## config.mk

```make
export PLATFORM = sky130hd
export DESIGN_NAME = tx_multilane
export DESIGN_NICKNAME = d
export VERILOG_FILES = /design/src/rtl/tx_multilane_pkg.sv /design/src/rtl/tx_multilane_fifo.sv /design/src/rtl/tx_multilane.sv
export SDC_FILE = /design/constraint.sdc
export NUM_CORES = 1
export LEC_CHECK = 0
export ABC_AREA = 1
export BUFFER_PORTS_ARGS = -buffer_cell sky130_fd_sc_hd__buf_2
export CORE_UTILIZATION = 25
export CTS_CLUSTER_SIZE = 40
export DETAILED_ROUTE_END_ITERATION = 6
export SYNTH_ARGS = -nofsm -noshare
export SYNTH_HDL_FRONTEND = slang
export SYNTH_SLANG_ARGS = --single-unit
export TNS_END_PERCENT = 100
```

## constraint.sdc

```tcl
create_clock -name clk -period 5.73 [get_ports clk]
set_input_delay 1.146 -clock clk [delete_from_list [all_inputs] [get_ports clk]]
set_output_delay 1.146 -clock clk [all_outputs]
set_load 0.05 [all_outputs]
```

## src/rtl/tx_multilane_pkg.sv

```systemverilog
// Shared definitions for the multi-lane serial transmitter.
//   `PAYLOAD_SIZE, `ADDR_BITS : flit field widths; their sum is the default flit width
//   tx_state_e                : framing FSM state encoding
//   frame_beats()             : beats per frame (start + data beats + stop)
//   ptr_width()               : FIFO pointer width, at least one bit
`ifndef TX_MULTILANE_DEFINES
`define TX_MULTILANE_DEFINES
`define PAYLOAD_SIZE 8
`define ADDR_BITS 8
`endif

package tx_multilane_pkg;

    localparam int PAYLOAD_SIZE = `PAYLOAD_SIZE;
    localparam int ADDR_BITS    = `ADDR_BITS;

    typedef enum logic [1:0] {
        ST_IDLE = 2'd0,
        ST_SEND = 2'd1,
        ST_GAP  = 2'd2
    } tx_state_e;

    function automatic int frame_beats(input int data_w, input int lanes);
        return data_w / lanes + 2;
    endfunction

    function automatic int ptr_width(input int depth);
        return (depth > 1) ? $clog2(depth) : 1;
    endfunction

endpackage

```

## src/rtl/tx_multilane_fifo.sv

```systemverilog
// tx_fifo: flit buffer for the transmitter.
//   clk, reset    : clock, synchronous active-high reset
//   push, wdata   : write request and data; ignored while full
//   pop, rdata    : read request; rdata is the current head (valid when !empty)
//   full, empty   : derived from the registered occupancy count
//   count         : number of occupied entries
module tx_fifo
    import tx_multilane_pkg::*;
#(
    parameter  int WIDTH = 16,
    parameter  int DEPTH = 2,
    localparam int CNT_W = $clog2(DEPTH + 1),
    localparam int PTR_W = ptr_width(DEPTH)
) (
    input  logic             clk,
    input  logic             reset,
    input  logic             push,
    input  logic             pop,
    input  logic [WIDTH-1:0] wdata,
    output logic [WIDTH-1:0] rdata,
    output logic             full,
    output logic             empty,
    output logic [CNT_W-1:0] count
);

    logic [WIDTH-1:0] r_mem [DEPTH];
    logic [PTR_W-1:0] r_wr_ptr;
    logic [PTR_W-1:0] r_rd_ptr;
    logic [CNT_W-1:0] r_count;
    logic             w_push;
    logic             w_pop;

    // Pointers wrap at DEPTH, which need not be a power of two.
    function automatic logic [PTR_W-1:0] ptr_inc(input logic [PTR_W-1:0] p);
        return (p == PTR_W'(DEPTH - 1)) ? '0 : p + 1'b1;
    endfunction

    assign full   = (r_count == CNT_W'(DEPTH));
    assign empty  = (r_count == '0);
    assign count  = r_count;
    assign rdata  = r_mem[r_rd_ptr];
    // full comes from the registered count, so a pop in a full cycle frees room only next cycle.
    assign w_push = push && !full;
    assign w_pop  = pop && !empty;

    always_ff @(posedge clk) begin
        if (reset) begin
            r_wr_ptr <= '0;
            r_rd_ptr <= '0;
            r_count  <= '0;
        end else begin
            if (w_push) r_wr_ptr <= ptr_inc(r_wr_ptr);
            if (w_pop)  r_rd_ptr <= ptr_inc(r_rd_ptr);
            case ({w_push, w_pop})
                2'b10:   r_count <= r_count + 1'b1;
                2'b01:   r_count <= r_count - 1'b1;
                default: r_count <= r_count;
            endcase
        end
    end

    always_ff @(posedge clk) begin
        if (!reset && w_push) r_mem[r_wr_ptr] <= wdata;
    end

endmodule

```

## src/rtl/tx_multilane.sv

```systemverilog
// tx_multilane: buffers flits and sends each as a framed burst over LANES serial wires.
//   clk, reset    : clock, synchronous active-high reset
//   req           : push parallel_in into the buffer (refused while tx_busy)
//   parallel_in   : flit to send
//   channel_busy  : downstream not ready; only delays the start of a frame
//   tx_busy       : buffer full
//   serial_out    : frame beats, lane 0 = LSB; zero outside a frame
//   tx_active     : high during every beat of a frame
//   fifo_count    : occupied buffer entries
//
// state   | meaning
// --------+-----------------------------------------------------------
// ST_IDLE | waiting for a buffered flit and a free channel
// ST_SEND | driving start, data and stop beats
// ST_GAP  | one forced all-zero cycle between consecutive frames
module tx_multilane
    import tx_multilane_pkg::*;
#(
    parameter  int DATA_W     = `PAYLOAD_SIZE + `ADDR_BITS,
    parameter  int LANES      = 1,
    parameter  int FIFO_DEPTH = 2,
    parameter  int ROUTERID   = -1,
    localparam int CNT_W      = $clog2(FIFO_DEPTH + 1)
) (
    input  logic              clk,
    input  logic              reset,
    input  logic              req,
    input  logic [DATA_W-1:0] parallel_in,
    input  logic              channel_busy,
    output logic              tx_busy,
    output logic [LANES-1:0]  serial_out,
    output logic              tx_active,
    output logic [CNT_W-1:0]  fifo_count
);

    localparam int BEATS  = frame_beats(DATA_W, LANES);
    localparam int BEAT_W = $clog2(BEATS);
    localparam logic [BEAT_W-1:0] BEAT_LAST = BEAT_W'(BEATS - 1);

    if (DATA_W % LANES != 0) begin : g_bad_lanes
        $error("tx_multilane: DATA_W must be a multiple of LANES");
    end
    if (FIFO_DEPTH < 1) begin : g_bad_depth
        $error("tx_multilane: FIFO_DEPTH must be at least 1");
    end
    if (ROUTERID < -1) begin : g_bad_id
        $error("tx_multilane: ROUTERID is -1 (unassigned) or a non-negative id");
    end

    tx_state_e          r_state;
    tx_state_e          w_state_nxt;
    logic [BEAT_W-1:0]  r_beat;
    logic [DATA_W-1:0]  r_shift;
    logic [DATA_W-1:0]  w_head;
    logic               w_pop;
    logic               w_fifo_full;
    logic               w_fifo_empty;

    tx_fifo #(
        .WIDTH (DATA_W),
        .DEPTH (FIFO_DEPTH)
    ) u_fifo (
        .clk   (clk),
        .reset (reset),
        .push  (req),
        .pop   (w_pop),
        .wdata (parallel_in),
        .rdata (w_head),
        .full  (w_fifo_full),
        .empty (w_fifo_empty),
        .count (fifo_count)
    );

    assign tx_busy = w_fifo_full;

    always_ff @(posedge clk) begin
        if (reset) r_state <= ST_IDLE;
        else       r_state <= w_state_nxt;
    end

    always_comb begin
        w_state_nxt = r_state;
        w_pop       = 1'b0;
        case (r_state)
            ST_IDLE: begin
                if (!w_fifo_empty && !channel_busy) begin
                    w_pop       = 1'b1;
                    w_state_nxt = ST_SEND;
                end
            end
            ST_SEND: if (r_beat == BEAT_LAST) w_state_nxt = ST_GAP;
            ST_GAP:  w_state_nxt = ST_IDLE;
            default: w_state_nxt = ST_IDLE;
        endcase
    end

    // The low lanes of r_shift always hold the current data beat; it shifts
    // after each data beat, not after the start or stop beat.
    always_ff @(posedge clk) begin
        if (reset) begin
            r_beat  <= '0;
            r_shift <= '0;
        end else if (w_pop) begin
            r_beat  <= '0;
            r_shift <= w_head;
        end else if (r_state == ST_SEND) begin
            r_beat <= (r_beat == BEAT_LAST) ? '0 : r_beat + 1'b1;
            if (r_beat != '0 && r_beat != BEAT_LAST) r_shift <= r_shift >> LANES;
        end
    end

    assign tx_active = (r_state == ST_SEND);

    always_comb begin
        serial_out = '0;
        if (tx_active) begin
            if (r_beat == '0 || r_beat == BEAT_LAST) serial_out = '1;
            else                                     serial_out = r_shift[LANES-1:0];
        end
    end

endmodule
```

==> summary.md, run 1 <==
| Metric | Value |
|---|---|
| Status | `finished, final reports clean` |
| Distinct cells, synth | `23` |
| Die width | `105 um` |
| Worst Path Required | `4.58 ns` |
| Syn_area_per_cell | `9.05 um2` |
| Post-DRT Antenna Nets | `0` |
| CP Launch Type | `register` |
| RSZ-0062 raised after global routing | `no` |
| Vias in the first global route | `1725` |
| Hpwl dp | `3310 um` |
| Max Buffers Root-to-Sink | `2` |
| CTS tree | `done` |
| Syn nets | `315` |
| Final setup violation count | `0` |
| Area added between synthesis and finish | `14.3%` |
| Total track usage | `0.0986` |
| Share of cells above drive strength 1 | `0.159` |
| Yosys warning count | `0` |
| Register area share after synthesis | `0.578` |
| Clk sinks | `60` |
| CTS Buf Count | `9` |
| Routed WL | `5010 um` |
| Core area | `10300 um2` |
| Final Slew Violations | `0` |
| Worst slew margin | `0.541` |
| Clk_lat worst skew | `0.34 ns` |
| Antenna violations before repair | `0` |
| Worst r2r src | `r_state[1]$_SDFFE_PP0P_` |
| Post_cts resized | `0` |
| Min-delay worst type | `register to register` |
| Grt total ovfl | `0` |
| Leading area contributor after synthesis | `edfxtp_1` |
| Setup tns final | `0 ns` |
| Synth Register Bits | `60` |
| Clock Pin Slew Worst Setup and Hold Paths | `0.07 ns` |
| Cell Count, Final, Fillers Out | `457` |
| Pin count of the biggest net entering global routing | `37` |
| Crit path from | `r_beat[1]$_SDFFE_PP0P_` |
| # diodes | `0` |
| Largest cells by area after synthesis | `edfxtp_1 37%, dfxtp_1 21%, nand2_1 15%` |
| Port bufs | `24` |
| Area of the die | `10900 um2` |
| Dpl cells | `441` |
| Leak pwr | `1.23 nW` |
| Initial core utilization | `0.256` |
| WL/cell | `11.0 um` |
| Synth Cell Area | `2630 um2` |
| Setup CP Type | `register to primary output` |
| # Max-Cap Violations | `0` |
| Vias post-DR | `1915` |
| FP Rows | `37` |
| CP endpoint kind | `primary output` |
| Worst path arrival time | `1.61 ns` |
| Fin. Hold Viols | `0` |
| Iter 0 DRT Violations | `119` |
| Least-Margin Pin Slew | `0.687 ns` |
| Most frequent cells in the layout | `107 x nand2_1, 32 x nand3_1, 32 x edfxtp_1` |
| Hold Startpoint | `u_fifo.r_wr_ptr$_SDFFE_PP0P_` |
| Synthesized instance count | `291` |
| Post-CTS setup buffer count | `0` |
| Dpl ws | `3.09 ns` |
| Final cycle utilization of the critical path | `0.481` |
| Most common cell after layout, fill and taps aside | `nand2_1` |
| First-pass GRT wire length | `8250 um` |
| Fin worst setup slack | `2.97 ns` |
| VDD IR max | `0.000161 V` |
| TritonRoute pass-1 iters | `4` |
| CTS root buf | `clkbuf_8` |
| Yosys top cell area share | `0.365` |
| Hold-fix buffers at CTS | `0` |
| Global placement routability congestion | `0.746` |
| Cell Pwr Density | `378 nW/um2` |
| H-tree levels | `3` |
| F_max | `363 MHz` |
| Layout Skew | `0.0114 ns` |
| I/O pin count | `25` |
| Crit path max fanout | `3` |
| Drc violations | `0` |
| Minimum clock period | `2.76 ns` |
| Vias per cell | `4.19` |
| Chip height | `105 um` |
| NumNets Final | `340` |
## metal layers
layer / share of wire / track usage / up-vias
li1: - / - / 1004
met1: 0.49 / 0.120 / 869
met2: 0.45 / 0.152 / 33
met3: 0.037 / 0.0287 / 9
met4: 0.027 / 0.0634 / 0
met5: 0 / 0 / -
## registers in the layout, summed over array words and instances (netlist names), named ones only
register and flops:
u_fifo.r_rd_ptr 1, r_beat 5, r_state 2, r_shift 16, u_fifo.count 2, u_fifo.r_wr_ptr 1
u_fifo.r_mem 32
## final timing paths
| check | end | slack (ns) | cells past startpoint |
|---|---|---|---|
| max | serial_out | 2.97 | 7 |
| min | u_fifo.r_wr_ptr$_SDFFE_PP0P_ | 0.48 | 2 |
| min reg2reg | u_fifo.r_wr_ptr$_SDFFE_PP0P_ | 0.48 | 2 |
| max reg2reg | u_fifo.count[1]$_SDFFE_PP0P_ | 3.69 | 8 |
## synthesized netlist by cell type (all sizes together)
cell type and number:
ha 4, xor2 4, nand3 33, or2 1
o22ai 1, clkbuf 2, inv 20, nand4 2
edfxtp 32, dfxtp 28, nor2 18, buf 10
a21oi 21, nand2 109, o21ai 6
## per-stage QoR
stage	hold slack (ns)	utilization	power (mW)	instance area [um2]
finish	0.478	0.293	1.14	3010
global route	0.492	0.293	1.21	3010
CTS	0.479	0.293	1.15	3010
detailed placement	0.470	0.277	0.837	2850
global placement	0.464	0.277	0.832	2850
floorplan	0.454	-	0.786	2630
## critical path, stage by stage (launching register included)
cell and delay (ns):
dfxtp_1 0.33, inv_1 0.10, ha_1 0.17, nand2_1 0.07, nand2_1 0.07, nand2_1 0.09, a21oi_1 0.15, buf_2 0.29
## cell type report
cell class | count | area, um2
multi-input cells | 199 | 948
fillers | 1107 | 7270
clock inverters | 6 | 31.3
repair buffers | 26 | 135
well taps | 136 | 170
inverters | 20 | 75.1
clock buffers | 10 | 128
flip-flops and latches | 60 | 1520
## logic make-up (layout without fill, tap and decap cells)
| logic type | count (synthesis) | in the layout | synth area share |
|---|---|---|---|
| AND/OR/NAND/NOR | 163 | 163 | 0.270 |
| flip-flops | 60 | 60 | 0.578 |
| buffers and inverters | 32 | 62 | 0.0618 |
| AO/OA/AOI/OAI | 28 | 28 | 0.0580 |
| adder cells (fa/ha/maj) | 4 | 4 | 0.0190 |
| XOR/XNOR | 4 | 4 | 0.0133 |
## report_power, final
part / internal [mW] / switching [mW] / total (mW)
clock network: 0.152 / 0.161 / 0.312
registers: 0.495 / 0.0331 / 0.529
logic: 0.0815 / 0.216 / 0.297
Power figures use the tool's default switching activity.
==> inputs of run 2 (changes only) <==
--- a/config.mk
+++ b/config.mk
@@ -5,7 +5,7 @@
 export SDC_FILE = /design/constraint.sdc
 export NUM_CORES = 1
 export LEC_CHECK = 0
-export ABC_AREA = 1
+export ABC_AREA = 0
 export BUFFER_PORTS_ARGS = -buffer_cell sky130_fd_sc_hd__buf_2
 export CORE_UTILIZATION = 25
 export CTS_CLUSTER_SIZE = 40
==> constraint.sdc (replaced) <==
create_clock -name clk -period 2.6 [get_ports clk]
set_input_delay 0.52 -clock clk [delete_from_list [all_inputs] [get_ports clk]]
set_output_delay 0.52 -clock clk [all_outputs]
set_load 0.05 [all_outputs]
==> run 2 against run 1 <==
Core utilization rose by 2.1 points. First-iteration DRC count decreased by 43%. Clock-buffer cell count up 1. Largest cell class unchanged. Largest power group unchanged.
==> summary.md, run 2 <==
| Metric | Value |
|---|---|
| Synth Cell Area | `2340 um2` |
| Yosys top cell area share | `0.410` |
| FP Rows | `34` |
| Hpwl dp | `2610 um` |
| Async S/R FF share, synth | `0` |
| Synth top cells by count | `32 x edfxtp_1, 31 x mux2i_1, 28 x dfxtp_1, 17 x nor2_1, 15 x o22ai_1` |
| NumNets Final | `227` |
| Fin. Hold Viols | `0` |
| Worst Path Required | `2.08 ns` |
| Largest cells by area after synthesis | `edfxtp_1 41%, dfxtp_1 24%, mux2i_1 13%` |
| Min-delay worst type | `input pin to register` |
| H-tree levels | `3` |
| F_max | `462 MHz` |
| Max FFs per register | `32` |
| Crit path max fanout | `4` |
| Register area share after synthesis | `0.649` |
| Status | `finished, final reports clean` |
| Placed inst area | `2600 um2` |
| Synth Register Bits | `60` |
| Final Slew Violations | `0` |
| Largest Register | `u_fifo.r_mem` |
| Share of cells above drive strength 1 | `0.245` |
| Worst slew margin | `0.632` |
| Register Area | `1520 um2` |
| Hold-fix buffers at CTS | `0` |
| Final core occ | `0.314` |
| Setup CP Type | `register to primary output` |
| Routed WL | `4080 um` |
| Fin Hold WS | `0.374 ns` |
| Layout filler cell count | `884` |
| Total track usage | `0.0959` |
| Setup tns final | `0 ns` |
| Most frequent cells in the layout | `32 x edfxtp_1, 31 x mux2i_1, 28 x dfxtp_1` |
| VDD IR max | `0.000318 V` |
| Clk_lat worst skew | `0.33 ns` |
| Post_cts resized | `0` |
| WP buf/inv | `2` |
| Critical path's largest stage delay | `0.37 ns` |
| Syn_area_per_cell | `13.8 um2` |
| Minimum clock period | `2.16 ns` |
| Post-CTS setup buffer count | `0` |
| Antenna violations before repair | `0` |
| Distinct cells, synth | `31` |
| Most common cell after layout, fill and taps aside | `edfxtp_1` |
| Final setup violation count | `0` |
| Final cycle utilization of the critical path | `0.832` |
| WL/cell | `12.9 um` |
| Least-Margin Pin Slew | `0.550 ns` |
| Crit-path cells | `inv_1, ha_1, mux2i_1, nor3_1, nor2_1, nor2_1, buf_2` |
| Final instance area | `2790 um2` |
| Initial core utilization | `0.264` |
| Vias per cell | `4.47` |
| Max Buffers Root-to-Sink | `2` |
| Most frequent cell after synthesis | `edfxtp_1` |
| Cell Pwr Density | `958 nW/um2` |
| Area of the multi-input gates | `774 um2` |
| Most frequent cell on the critical path | `nor2_1` |
| # Max-Cap Violations | `0` |
| # diodes | `0` |
| CTS tree | `done` |
| Layout Skew | `0.00662 ns` |
| CP endpoint kind | `primary output` |
| CP Launch Type | `register` |
| CTS root buf | `clkbuf_8` |
| Iter 0 DRT Violations | `68` |
| Syn nets | `194` |
| Vias in the first global route | `1423` |
| Vias post-DR | `1412` |
| Synthesized instance count | `170` |
| RSZ-0062 raised after global routing | `no` |
| Leading area contributor after synthesis | `edfxtp_1` |
| Dpl cells | `300` |
| Global placement routability congestion | `0.674` |
| Worst path arrival time | `1.64 ns` |
| Yosys warning count | `0` |
| Pin count of the biggest net entering global routing | `19` |
| Post-DRT Antenna Nets | `0` |
| Clock Pin Slew Worst Setup and Hold Paths | `0.07 ns` |
| Drc violations | `0` |
| Crit-path leading delay family | `flip-flops` |
| Largest regs | `u_fifo.r_mem (32), r_shift (16), r_beat (5)` |
| Grt total ovfl | `0` |
| Clk sinks | `60` |
| Chip height | `98.8 um` |
| First-pass GRT wire length | `6930 um` |
| Cell Count, Final, Fillers Out | `316` |
| Most used DFF post-synth | `edfxtp_1` |
| Port bufs | `24` |
| Number of flops mapped to enable cells by yosys | `32` |
| Area of the die | `9770 um2` |
| Core area | `8890 um2` |
| Area added between synthesis and finish | `18.9%` |
| TritonRoute pass-1 iters | `4` |
| CTS Buf Count | `9` |
| Die width | `98.8 um` |
| I/O pin count | `25` |
| CP max-delay cell | `dfxtp_1` |
| Leak pwr | `0.957 nW` |
run 2: layout make-up:
class / instances / area share
clock buffers: 11 / 0.0471
well taps: 108 / 0.0485
multi-input cells: 99 / 0.278
flip-flops and latches: 60 / 0.546
repair buffers: 29 / 0.0566
clock inverters: 5 / 0.0189
inverters: 4 / 0.00539
run 2: cells by family (layout without fill, tap and decap cells):
kind of cell,Yosys count,after routing,synth area share
adder cells (fa/ha/maj),4,4,0.0213
XOR/XNOR,7,7,0.0261
flip-flops,60,60,0.649
buffers and inverters,11,49,0.0251
AO/OA/AOI/OAI,23,23,0.0667
AND/OR/NAND/NOR,33,33,0.0747
multiplexers,32,32,0.137
run 2: per-stage QoR:
step	power, mW	worst slack (ns)
final	2.67	0.436
after global routing	2.83	0.244
after CTS	2.72	0.422
after detailed placement	1.92	0.584
after floorplan	1.75	0.00384
after global placement	1.90	0.649
run 2: power by group:
group | leakage, nW | internal (mW) | switching [mW] | total, mW
Combinational | 0.343 | 0.249 | 0.395 | 0.644
Sequential | 0.521 | 1.15 | 0.0961 | 1.25
Clock | 0.0931 | 0.438 | 0.343 | 0.781
run 2: metal layers:
layer,vias to the layer above,GRT usage,part of all wire
li1,702,-,-
met5,-,0,0
met4,0,0.0620,0.025
met3,9,0.0362,0.043
met2,24,0.152,0.47
met1,677,0.109,0.46
run 2: final timing paths:
path	start	endpoint	slack, ns	cells past startpoint
setup / recovery	r_beat[1]$_SDFFE_PP0P_	serial_out	0.44	7
setup reg to reg	r_beat[1]$_SDFFE_PP0P_	r_shift[12]$_SDFFE_PP0P_	0.57	7
hold / removal	parallel_in[10]	u_fifo.r_mem[1][10]$_DFFE_PP_	0.37	1
hold reg to reg	u_fifo.r_rd_ptr$_SDFFE_PP0P_	u_fifo.r_rd_ptr$_SDFFE_PP0P_	0.52	2
